--- config.mk ---
export PLATFORM = sky130hd
export DESIGN_NAME = hiscore_ram_arb_flat
export DESIGN_NICKNAME = d
export VERILOG_FILES = /design/src/rtl/hiscore_ram_arb_if.sv /design/src/rtl/hiscore_ram_arb.sv /design/src/flat_wrapper.sv
export SDC_FILE = /design/constraint.sdc
export NUM_CORES = 1
export LEC_CHECK = 0
export CORE_ASPECT_RATIO = 2
export CORE_MARGIN = 4
export CORE_UTILIZATION = 31
export DETAILED_ROUTE_END_ITERATION = 8
export PLACE_DENSITY_LB_ADDON = 0.1
export SYNTH_ARGS = -nofsm -noshare
export SYNTH_HDL_FRONTEND = slang
export SYNTH_SLANG_ARGS = --single-unit
--- constraint.sdc ---
create_clock -name clk -period 3.58 [get_ports clk]
set_input_delay 0.358 -clock clk [delete_from_list [all_inputs] [get_ports clk]]
set_output_delay 0.358 -clock clk [all_outputs]
set_load 0.03 [all_outputs]
--- src/rtl/hiscore_ram_arb_if.sv ---
// hiscore_ram_arb_if: CPU, hiscore-engine and work-RAM signal bundle.
// slave = arbiter side, master = surrounding top level.
interface hiscore_ram_arb_if #(
  parameter int ADDR_W = 10,
  parameter int DATA_W = 8
);
  logic [ADDR_W-1:0] cpu_addr;
  logic [DATA_W-1:0] cpu_dout;
  logic              cpu_we;
  logic [DATA_W-1:0] cpu_din;
  logic              cpu_idle;
  logic              cpu_pause;
  logic              hs_req;
  logic [ADDR_W-1:0] hs_addr;
  logic [DATA_W-1:0] hs_dout;
  logic              hs_we;
  logic              hs_grant;
  logic [DATA_W-1:0] hs_din;
  logic              hs_timeout;
  logic [ADDR_W-1:0] ram_addr;
  logic [DATA_W-1:0] ram_din;
  logic              ram_we;
  logic [DATA_W-1:0] ram_dout;

  modport slave (
    input  cpu_addr, cpu_dout, cpu_we, cpu_idle,
    output cpu_din, cpu_pause,
    input  hs_req, hs_addr, hs_dout, hs_we,
    output hs_grant, hs_din, hs_timeout,
    output ram_addr, ram_din, ram_we,
    input  ram_dout
  );

  modport master (
    output cpu_addr, cpu_dout, cpu_we, cpu_idle,
    input  cpu_din, cpu_pause,
    output hs_req, hs_addr, hs_dout, hs_we,
    input  hs_grant, hs_din, hs_timeout,
    input  ram_addr, ram_din, ram_we,
    output ram_dout
  );
endinterface

--- src/rtl/hiscore_ram_arb.sv ---
// hiscore_ram_arb: pauses the CPU and lends the work RAM port to the hiscore engine.
// Optional grant timeout: define HISCORE_ARB_TIMEOUT_EN.
module hiscore_ram_arb #(
  parameter int ADDR_W   = 10,
  parameter int DATA_W   = 8,
  parameter int SETTLE   = 4,
  parameter int MAX_HOLD = 255
) (
  input logic clk,
  input logic reset,
  hiscore_ram_arb_if.slave bus
);
  typedef enum logic [2:0] {
    S_IDLE,
    S_PAUSE,
    S_SETTLE,
    S_GRANT,
    S_RELEASE
  } state_t;

  state_t            state;
  logic [3:0]        settle_cnt;
  logic              pause;
  logic              grant;
  logic              hs_own;
  logic [ADDR_W-1:0] addr;
  logic [DATA_W-1:0] wdata;
  logic              we;
`ifdef HISCORE_ARB_TIMEOUT_EN
  logic [7:0]        hold_cnt;
  logic              blocked;
  logic              timeout;
`else
  logic [7:0]        unused_hold;
  assign unused_hold = 8'(MAX_HOLD);
`endif

  // Arbitration FSM; pause/grant/timeout are registered outputs
  always_ff @(posedge clk) begin
    if (reset) begin
      state      <= S_IDLE;
      settle_cnt <= 4'd0;
      pause      <= 1'b0;
      grant      <= 1'b0;
`ifdef HISCORE_ARB_TIMEOUT_EN
      hold_cnt   <= 8'd0;
      blocked    <= 1'b0;
      timeout    <= 1'b0;
`endif
    end else begin
`ifdef HISCORE_ARB_TIMEOUT_EN
      timeout <= 1'b0;
`endif
      unique case (state)
        S_IDLE: begin
`ifdef HISCORE_ARB_TIMEOUT_EN
          if (!bus.hs_req) blocked <= 1'b0;
          if (bus.hs_req && !blocked) begin
`else
          if (bus.hs_req) begin
`endif
            state <= S_PAUSE;
            pause <= 1'b1;
          end
        end
        S_PAUSE: begin
          if (!bus.hs_req) begin
            state <= S_RELEASE;
          end else if (bus.cpu_idle) begin
            state      <= S_SETTLE;
            settle_cnt <= 4'(SETTLE - 1);
          end
        end
        S_SETTLE: begin
          if (!bus.hs_req) begin
            state <= S_RELEASE;
          end else if (settle_cnt == 4'd0) begin
            state <= S_GRANT;
            grant <= 1'b1;
`ifdef HISCORE_ARB_TIMEOUT_EN
            hold_cnt <= 8'd0;
`endif
          end else begin
            settle_cnt <= settle_cnt - 4'd1;
          end
        end
        S_GRANT: begin
          if (!bus.hs_req) begin
            state <= S_RELEASE;
            grant <= 1'b0;
          end
`ifdef HISCORE_ARB_TIMEOUT_EN
          else if (hold_cnt >= 8'(MAX_HOLD - 1)) begin
            state    <= S_RELEASE;
            grant    <= 1'b0;
            timeout  <= 1'b1;
            blocked  <= 1'b1;
            hold_cnt <= 8'(MAX_HOLD);
          end else begin
            hold_cnt <= hold_cnt + 8'd1;
          end
`endif
        end
        S_RELEASE: begin
          state <= S_IDLE;
          pause <= 1'b0;
        end
        default: begin
          state <= S_IDLE;
          pause <= 1'b0;
          grant <= 1'b0;
        end
      endcase
    end
  end

  // Reset hands the port back to the CPU in the same cycle
  assign hs_own = grant & ~reset;

  // Port mux: only the owner's strobe can reach the RAM
  always_comb begin
    addr  = bus.cpu_addr;
    wdata = bus.cpu_dout;
    we    = bus.cpu_we;
    if (hs_own) begin
      addr  = bus.hs_addr;
      wdata = bus.hs_dout;
      we    = bus.hs_we;
    end
  end

  assign bus.ram_addr  = addr;
  assign bus.ram_din   = wdata;
  assign bus.ram_we    = we;
  assign bus.cpu_din   = bus.ram_dout;
  assign bus.hs_din    = bus.ram_dout;
  assign bus.cpu_pause = pause;
  assign bus.hs_grant  = grant;
`ifdef HISCORE_ARB_TIMEOUT_EN
  assign bus.hs_timeout = timeout;
`else
  assign bus.hs_timeout = 1'b0;
`endif
endmodule

--- src/flat_wrapper.sv ---
// flat-port wrapper written by rule: the top's interface ports become plain ports
module hiscore_ram_arb_flat 
#(
  parameter int ADDR_W   = 10,
  parameter int DATA_W   = 8,
  parameter int SETTLE   = 4,
  parameter int MAX_HOLD = 255
)
  (clk, reset, bus_cpu_addr, bus_cpu_dout, bus_cpu_we, bus_cpu_idle, bus_cpu_din, bus_cpu_pause, bus_hs_req, bus_hs_addr, bus_hs_dout, bus_hs_we, bus_hs_grant, bus_hs_din, bus_hs_timeout, bus_ram_addr, bus_ram_din, bus_ram_we, bus_ram_dout);
  hiscore_ram_arb_if #(.ADDR_W(ADDR_W), .DATA_W(DATA_W)) bus_i ();
  input logic clk;
  input logic reset;
  input wire logic [$bits(bus_i.cpu_addr)-1:0] bus_cpu_addr;
  input wire logic [$bits(bus_i.cpu_dout)-1:0] bus_cpu_dout;
  input wire logic [$bits(bus_i.cpu_we)-1:0] bus_cpu_we;
  input wire logic [$bits(bus_i.cpu_idle)-1:0] bus_cpu_idle;
  output wire logic [$bits(bus_i.cpu_din)-1:0] bus_cpu_din;
  output wire logic [$bits(bus_i.cpu_pause)-1:0] bus_cpu_pause;
  input wire logic [$bits(bus_i.hs_req)-1:0] bus_hs_req;
  input wire logic [$bits(bus_i.hs_addr)-1:0] bus_hs_addr;
  input wire logic [$bits(bus_i.hs_dout)-1:0] bus_hs_dout;
  input wire logic [$bits(bus_i.hs_we)-1:0] bus_hs_we;
  output wire logic [$bits(bus_i.hs_grant)-1:0] bus_hs_grant;
  output wire logic [$bits(bus_i.hs_din)-1:0] bus_hs_din;
  output wire logic [$bits(bus_i.hs_timeout)-1:0] bus_hs_timeout;
  output wire logic [$bits(bus_i.ram_addr)-1:0] bus_ram_addr;
  output wire logic [$bits(bus_i.ram_din)-1:0] bus_ram_din;
  output wire logic [$bits(bus_i.ram_we)-1:0] bus_ram_we;
  input wire logic [$bits(bus_i.ram_dout)-1:0] bus_ram_dout;
  assign bus_i.cpu_addr = bus_cpu_addr;
  assign bus_i.cpu_dout = bus_cpu_dout;
  assign bus_i.cpu_we = bus_cpu_we;
  assign bus_i.cpu_idle = bus_cpu_idle;
  assign bus_cpu_din = bus_i.cpu_din;
  assign bus_cpu_pause = bus_i.cpu_pause;
  assign bus_i.hs_req = bus_hs_req;
  assign bus_i.hs_addr = bus_hs_addr;
  assign bus_i.hs_dout = bus_hs_dout;
  assign bus_i.hs_we = bus_hs_we;
  assign bus_hs_grant = bus_i.hs_grant;
  assign bus_hs_din = bus_i.hs_din;
  assign bus_hs_timeout = bus_i.hs_timeout;
  assign bus_ram_addr = bus_i.ram_addr;
  assign bus_ram_din = bus_i.ram_din;
  assign bus_ram_we = bus_i.ram_we;
  assign bus_i.ram_dout = bus_ram_dout;
  hiscore_ram_arb #(.ADDR_W(ADDR_W), .DATA_W(DATA_W), .SETTLE(SETTLE), .MAX_HOLD(MAX_HOLD)) u_core (.clk(clk), .reset(reset), .bus(bus_i));
endmodule
=== Word-level counts from Yosys, hierarchy flattened ===
Index checks and enable logic that the tools add are counted.

* Register bits: 9
* Bits of input ports: 50
* Output and inout port bits: 38
* Logic and storage cells: 52

* Add/subtract/negate cells: 1
* Eq/ne operators: 13
* Mux-type cells: 21
* Bitwise gates (word level): 4
* Reductions and logical operators: 9

{| class="wikitable"
|+ Operators with widths
! operator !! number
|-
| 2-to-1 mux 3 bit || 6
|-
| 2-to-1 mux 4 bit || 4
|-
| != test 2 bit (second input constant) || 6
|-
| case mux 3 bit (4 select lines) || 1
|-
| 2-to-1 mux 10 bit || 1
|-
| 2-to-1 mux 8 bit || 1
|-
| case mux 4 bit (2 select lines) || 1
|-
| AND reduction 4 bit || 2
|-
| equality test 3 x 2 -> 1 bit (second input constant) || 2
|-
| OR reduction 3 bit || 2
|-
| 2-to-1 mux 1 bit || 5
|-
| AND reduction 5 bit || 1
|-
| zero test 4 bit || 1
|-
| subtractor 4 x 1 -> 4 bit (second input constant) || 1
|-
| equality test 3 x 1 -> 1 bit (second input constant) || 1
|-
| equality test 3 bit (second input constant) || 1
|-
| zero test 3 bit || 1
|-
| != test 3 x 2 -> 1 bit (second input constant) || 1
|-
| != test 3 bit (second input constant) || 1
|-
| NOT 1 bit || 3
|-
| case mux 1 bit (3 select lines) || 1
|-
| != test 2 x 1 -> 1 bit (second input constant) || 1
|-
| case mux 1 bit (2 select lines) || 1
|-
| AND reduction 2 bit || 1
|-
| other kinds (2) || 2
|}

=== Longest topological paths before layout ===
Gate-level depths: netlist of run 1.

* Depth in word-level cells: 4
* Gate-level depth with buffers: 6
* Mapped depth without buffers: 5

=== Least setup slack after synthesis of run 1 ===
OpenSTA, ideal clock, no wires.

* Kind: reg-to-output
* From: reg u_core.grant, in the netlist u_core.bus.hs_grant
* To: out bus_ram_addr[0]
* Arrival time: 1.364 ns
* Required time: 3.222 ns
* Setup slack: 1.858 ns
* Cell stages (with the launch flop): 5
* Path buffers: 2
* Path through: dfxtp_1 nand2b_1 buf_2 buf_2 mux2_2

* Word-level cells in the longest chain between the ends: 2

{| class="wikitable"
|+ Ends and longest elaborated chain
! what !! RTL line !! RTL
|-
| from (decl) || hiscore_ram_arb.sv:24 || <nowiki>logic grant;</nowiki>
|-
| from (signal assigned) || hiscore_ram_arb.sv:44 || <nowiki>grant <= 1'b0;</nowiki>
|-
| from (signal assigned) || hiscore_ram_arb.sv:79 || <nowiki>grant <= 1'b1;</nowiki>
|-
| from (signal assigned) || hiscore_ram_arb.sv:90 || <nowiki>grant <= 1'b0;</nowiki>
|-
| AND 1 bit || hiscore_ram_arb.sv:118 || <nowiki>assign hs_own = grant & ~reset;</nowiki>
|-
| 2-to-1 mux 10 bit || hiscore_ram_arb.sv:125 || <nowiki>if (hs_own) begin</nowiki>
|-
| to (decl) || flat_wrapper.sv:26 || <nowiki>output wire logic [$bits(bus_i.ram_addr)-1:0] bus_ram_addr;</nowiki>
|}

No other way between the ends.

=== Final worst setup path of run 1 ===
* From: in reset
* To: out bus_ram_din[5]

* Word-level cells in the longest chain between the ends: 3

{| class="wikitable"
|+ Ends and longest elaborated chain
! what !! RTL line !! RTL
|-
| from (decl) || flat_wrapper.sv:12 || <nowiki>input logic reset;</nowiki>
|-
| NOT 1 bit || hiscore_ram_arb.sv:118 ||
|-
| AND 1 bit || hiscore_ram_arb.sv:118 ||
|-
| 2-to-1 mux 8 bit || hiscore_ram_arb.sv:125 ||
|-
| to (decl) || flat_wrapper.sv:27 || <nowiki>output wire logic [$bits(bus_i.ram_din)-1:0] bus_ram_din;</nowiki>
|}

No other way between the ends.

==> results.json, run 1 <==
{
  "pin_count": 88,
  "ys_ff_latch": 9,
  "fmax_ghz": 0.369,
  "crit_start": "reset",
  "synth-simple-area-share_pct": 15.9,
  "critPathKind": "in -> out",
  "area_growth_pct": 65.3,
  "drt_iter0_drc": 18,
  "grtUsageTotal_pct": 14.1,
  "p_comb_share_pct": 37.5,
  "cp.required_ns": 3.22,
  "finClkSkew_ns": 0.00193,
  "die_height_um": 82.7,
  "nNetsFinal": 193,
  "postCtsSetupRepairBufs": 0,
  "hpwlAfterDp_um": 2360,
  "grt_overflow_total": 0,
  "end_kind": "output pin",
  "seq_power_share_pct": 30.0,
  "vdd_drop_max_uv": 303,
  "yosysTopAreaCellShare_pct": 26.0,
  "grt.met1_usage_pct": 11.6,
  "r2r-start": "u_core.settle_cnt[0]",
  "critical_path.endpoint": "bus_ram_din[5]",
  "clkPwrFrac_pct": 32.5,
  "start_util_pct": 33.2,
  "num_vias": 861,
  "numCtsBuffers": 3,
  "synth_compound_area_share_pct": 14.2,
  "finalMaxSlewViolations": 0,
  "grt_pass1_vias": 861,
  "synth_edf_count": 0,
  "synth-xor-area-share_pct": 0,
  "grt_max_degree": 20,
  "worst_pin_slew_ns": 0.539,
  "root_buffer": "clkbuf_8",
  "grt_first_pass_wirelength_um": 3870,
  "crit_arrival_ns": 2.35,
  "timing.rr.end": "u_core.settle_cnt[1]",
  "first_pass_iters": 3,
  "port_buffers": 62,
  "core_um2": 2600,
  "final_antenna_net_count": 0,
  "synth.area.top_cells": "mux2_2 (26%), dfxtp_1 (21%), buf_4 (15%)",
  "top_usage_layer": "met2",
  "status": "completed",
  "finalPower_mw": 0.359,
  "synth_common_cells": "mux2_2 (20), buf_4 (17), dfxtp_1 (9)",
  "finalSetupViolations": 0,
  "cts_tree": "yes",
  "p_sw_mw": 0.0988,
  "p_int_mw": 0.260,
  "period_share_pct": 75.8,
  "syn_avg_cell_area_um2": 9.20,
  "r2r_slack_ns": 1.80,
  "yosysMostFrequentCell": "mux2_2",
  "final_cells": 168,
  "setup-tns-final_ns": 0,
  "gp_congestion": 0.759,
  "via_per_inst": 5.13,
  "syn-instance-count": 94,
  "crit_fanout": 19,
  "synth_ff_type": "dfxtp_1",
  "hold_violations": 0,
  "grt_use_met2_pct": 29.7,
  "num_antenna_cells": 0,
  "htree_levels": 1,
  "die_x_um": 45.3,
  "die-area_um2": 3750,
  "clock_sinks": 9,
  "power_leakage_nw": 0.540,
  "maxSlewHeadroom_pct": 63.9,
  "swShare_pct": 27.6,
  "reg2regPathDepth": 5,
  "cap_violations": 0,
  "synth_top_family_by_area": "multiplexers",
  "post-route-drc-count": 0,
  "clkSlewWorstSetupHoldPaths_ns": 0.04,
  "dpl-instance-area_um2": 1380,
  "syn_area_um2": 865,
  "synth_nets": 146,
  "rows": 26,
  "async_flop_share_pct": 0,
  "yosysTopAreaCell": "mux2_2",
  "cts_buffer_depth": 2,
  "hold_class": "reg -> reg",
  "rsz0062_at_grt": "no",
  "insertion_delay_ns": 0.23,
  "fin_area_um2": 1430,
  "yosysSeqAreaShare_pct": 20.8,
  "synthAdderAreaFrac_pct": 2.89,
  "wl_per_cell_um": 16.8,
  "finalWirelength_um": 2820,
  "ctsResizeCount": 0,
  "placed_cells": 164,
  "use_met3_pct": 2.39,
  "critPathLaunchType": "primary input",
  "synth.distinct_cells": 33,
  "drive_above_1_share_pct": 21.4,
  "antenna_found_initial": 0,
  "p_per_area_nw_per_um2": 251,
  "finalCriticalPeriod_ns": 2.71,
  "filler_cell_count": 270,
  "synthMuxAreaShare_pct": 26.0,
  "ys_warn_count": 0,
  "cts_hold_buf": 0
}
-- how the worst min path moves through the flow --
| stage | depth (start not counted) | start | to |
|---|---|---|---|
| 2_1_floorplan | 1 | u_core.settle_cnt[0] | u_core.settle_cnt[0] |
| 3_3_place_gp | 1 | u_core.settle_cnt[0] | u_core.settle_cnt[0] |
| 3_5_place_dp | 1 | u_core.settle_cnt[0] | u_core.settle_cnt[0] |
| 4_1_cts | 1 | u_core.settle_cnt[0] | u_core.settle_cnt[0] |
| 5_1_grt | 1 | u_core.settle_cnt[0] | u_core.settle_cnt[0] |
| 6_report | 1 | u_core.settle_cnt[0] | u_core.settle_cnt[0] |
-- cells in the final DEF, fill, tap and decap left out, drive strengths merged, types with 3 or more instances in the layout --
cell type / netlist / final
inv: 5 / 5
nor2: 3 / 3
dfxtp: 9 / 9
clkbuf: 0 / 4
or3b: 3 / 3
a21oi: 4 / 4
clkdlybuf4s50: 0 / 62
mux2: 20 / 20
or3: 3 / 3
-- layout make-up --
type / count / area [µm²] / share of cell area, %
inverter: 5 / 18.8 / 1.31
multi-input combinational: 58 / 514 / 36.0
clock buffer: 4 / 45.0 / 3.15
sequential: 9 / 180 / 12.6
timing repair buffer: 64 / 636 / 44.5
tap: 28 / 35.0 / 2.45
-- routing by layer --
metal	up-vias	share of wire, %	wire length [µm]
met1	401	30	850
li1	415	-	-
met2	41	58	1640
met5	-	0	0
met3	4	10	288
met4	0	1.3	37
-- worst max-delay path, stage by stage --
cell and delay [ns]:
clkdlybuf4s50_1 0.46, buf_4 0.18, nand2b_1 0.12, buf_4 0.25, mux2_2 0.37, clkdlybuf4s50_1 0.60
-- state kept, by name (all words and copies together), names as in the netlist --
register and count:
u_core.bus.hs_grant 1, u_core.state 3, u_core.settle_cnt 4, u_core.bus.cpu_pause 1
-- cells by family after synthesis --
group,Yosys count
compound gates,14
fa+ha+maj,2
buf+inv,27
flops,9
mux,20
other cells,1
simple gates,21
-- power by group through the flow --
stage,combinational (mW),clock [mW],sequential [mW]
floorplan,0.0932,0,0.111
global placement,0.133,0,0.109
detailed placement,0.135,0,0.109
CTS,0.136,0.120,0.107
global route,0.142,0.127,0.108
finish,0.135,0.117,0.107
-- stage by stage --
stage	utilization, %	hold slack [ns]	worst slack [ns]
finish	54.9	0.463	0.868
global route	54.9	0.485	0.805
CTS	54.9	0.469	0.863
detailed placement	53.2	0.462	0.877
global placement	53.2	0.459	0.877
floorplan	-	0.436	1.86
Note: power is estimated with default switching activity, not from simulation.
==> run 2, diff against run 1 <==
Settings changed: CORE_UTILIZATION 31 to 29.
Clock period 3.58 ns to 2.7 ns, I/O delays scaled along.
==> results.json, run 2 (synthesized netlist as in run 1, its figures left out) <==
{
  "htree_levels": 1,
  "power_leakage_nw": 0.551,
  "r2r_slack_ns": 0.90,
  "filler_cell_count": 266,
  "final_common_cell": "clkdlybuf4s50_1",
  "drt_iter0_drc": 3,
  "finalWirelength_um": 2740,
  "period_share_pct": 88.8,
  "crit_arrival_ns": 2.13,
  "fmax_ghz": 0.417,
  "reg.largest.list": "u_core.settle_cnt x4, u_core.state x3",
  "numCtsBuffers": 3,
  "setup-tns-final_ns": 0,
  "top_register": "u_core.settle_cnt",
  "start_util_pct": 30.8,
  "maxSlewHeadroom_pct": 63.3,
  "end_kind": "output pin",
  "area_growth_pct": 67.7,
  "port_buffers": 62,
  "grt_overflow_total": 0,
  "gp_congestion": 0.720,
  "reg2regPathDepth": 5,
  "critPathLaunchType": "primary input",
  "register_area_um2": 180,
  "r2r-start": "u_core.settle_cnt[0]",
  "finalSetupViolations": 0,
  "crit_fanout": 5,
  "clkSlewWorstSetupHoldPaths_ns": 0.05,
  "die_height_um": 85.2,
  "insertion_delay_ns": 0.23,
  "rsz0062_at_grt": "no",
  "rows": 27,
  "multi_input_area_um2": 514,
  "first_pass_iters": 4,
  "hpwlAfterDp_um": 2240,
  "dp_slack_ns": 0.280,
  "p_per_area_nw_per_um2": 330,
  "ctsResizeCount": 0,
  "cap_violations": 0,
  "worst_pin_slew_ns": 0.549,
  "status": "completed",
  "cts_buffer_depth": 2,
  "wl_per_cell_um": 16.1,
  "cts_tree": "yes",
  "final_antenna_net_count": 0,
  "finClkSkew_ns": 0.00136,
  "clock_sinks": 9,
  "timing.rr.end": "u_core.settle_cnt[1]",
  "die-area_um2": 3970,
  "drive_above_1_share_pct": 22.0,
  "worstHoldStart": "u_core.settle_cnt[0]",
  "largest_register_ff_count": 4,
  "min_path_cells": 1,
  "cp.required_ns": 2.43,
  "layout_common_cells": "clkdlybuf4s50_1 (62), mux2_2 (20), dfxtp_1 (9), inv_1 (5), a21oi_1 (4)",
  "critPathKind": "in -> out",
  "hold_class": "reg -> reg",
  "pin_count": 88,
  "postCtsSetupRepairBufs": 0,
  "num_antenna_cells": 0,
  "grt_pass1_vias": 861,
  "hold_violations": 0,
  "vdd_drop_max_uv": 289,
  "grt_max_degree": 14,
  "num_vias": 892,
  "root_buffer": "clkbuf_8",
  "post-route-drc-count": 0,
  "nNetsFinal": 194,
  "cts_hold_buf": 0,
  "via_per_inst": 5.25,
  "grt_first_pass_wirelength_um": 3800,
  "core_um2": 2800,
  "grtUsageTotal_pct": 12.6,
  "finalMaxSlewViolations": 0,
  "antenna_found_initial": 0,
  "finalCriticalPeriod_ns": 2.40,
  "post-route-worst-setup-slack_ns": 0.303,
  "die_x_um": 46.6,
  "whs_endpoint": "u_core.settle_cnt[0]"
}
## run 2: worst max-delay path: stages
cell             delay, ns
clkdlybuf4s50_1       0.47
nand2b_1              0.26
buf_4                 0.20
mux2_2                0.34
clkdlybuf4s50_1       0.59
## run 2: through the flow
| step | instances | utilization, % | power, mW | hold WS (ns) | cell area (µm²) |
|---|---|---|---|---|---|
| after floorplan | 94 | - | 0.271 | 0.415 | 865 |
| after global placement | 166 | 50.1 | 0.322 | 0.462 | 1410 |
| after detailed placement | 166 | 50.1 | 0.325 | 0.457 | 1410 |
| after CTS | 170 | 51.7 | 0.485 | 0.469 | 1450 |
| after global routing | 170 | 51.7 | 0.500 | 0.504 | 1450 |
| final | 170 | 51.7 | 0.478 | 0.472 | 1450 |
## run 2: power by group
part	internal (mW)	leakage (nW)	switching [mW]
Sequential	0.138	0.0733	0.00464
Combinational	0.104	0.455	0.0747
Clock	0.103	0.0228	0.0534
## run 2: worst max-delay path by stage
stage                               startpoint                   end  slack, ns  cells after the start
final                                    reset       bus_ram_addr[8]       0.30                      5
after global routing                     reset       bus_ram_addr[3]       0.23                      5
after CTS                                reset       bus_ram_addr[8]       0.27                      5
after detailed placement                 reset       bus_ram_addr[3]       0.28                      5
after global placement                   reset       bus_ram_addr[8]       0.33                      5
after floorplan           u_core.settle_cnt[0]  u_core.settle_cnt[1]       1.05                      6
## run 2: cell type report
| cell class | instances | share of cell area, % |
|---|---|---|
| timing repair buffer | 65 | 45.2 |
| multi-input combinational | 58 | 35.5 |
| sequential | 9 | 12.4 |
| clock buffer | 4 | 3.11 |
| tap | 29 | 2.50 |
| inverter | 5 | 1.29 |
## run 2: metal layers
| metal | up-vias | GRT usage, % | part of all wire, % |
|---|---|---|---|
| met5 | - | 0 | 0 |
| met4 | 0 | 4.53 | 0.91 |
| met3 | 4 | 7.01 | 22 |
| met2 | 75 | 21.9 | 46 |
| met1 | 399 | 11.7 | 31 |
| li1 | 414 | - | - |
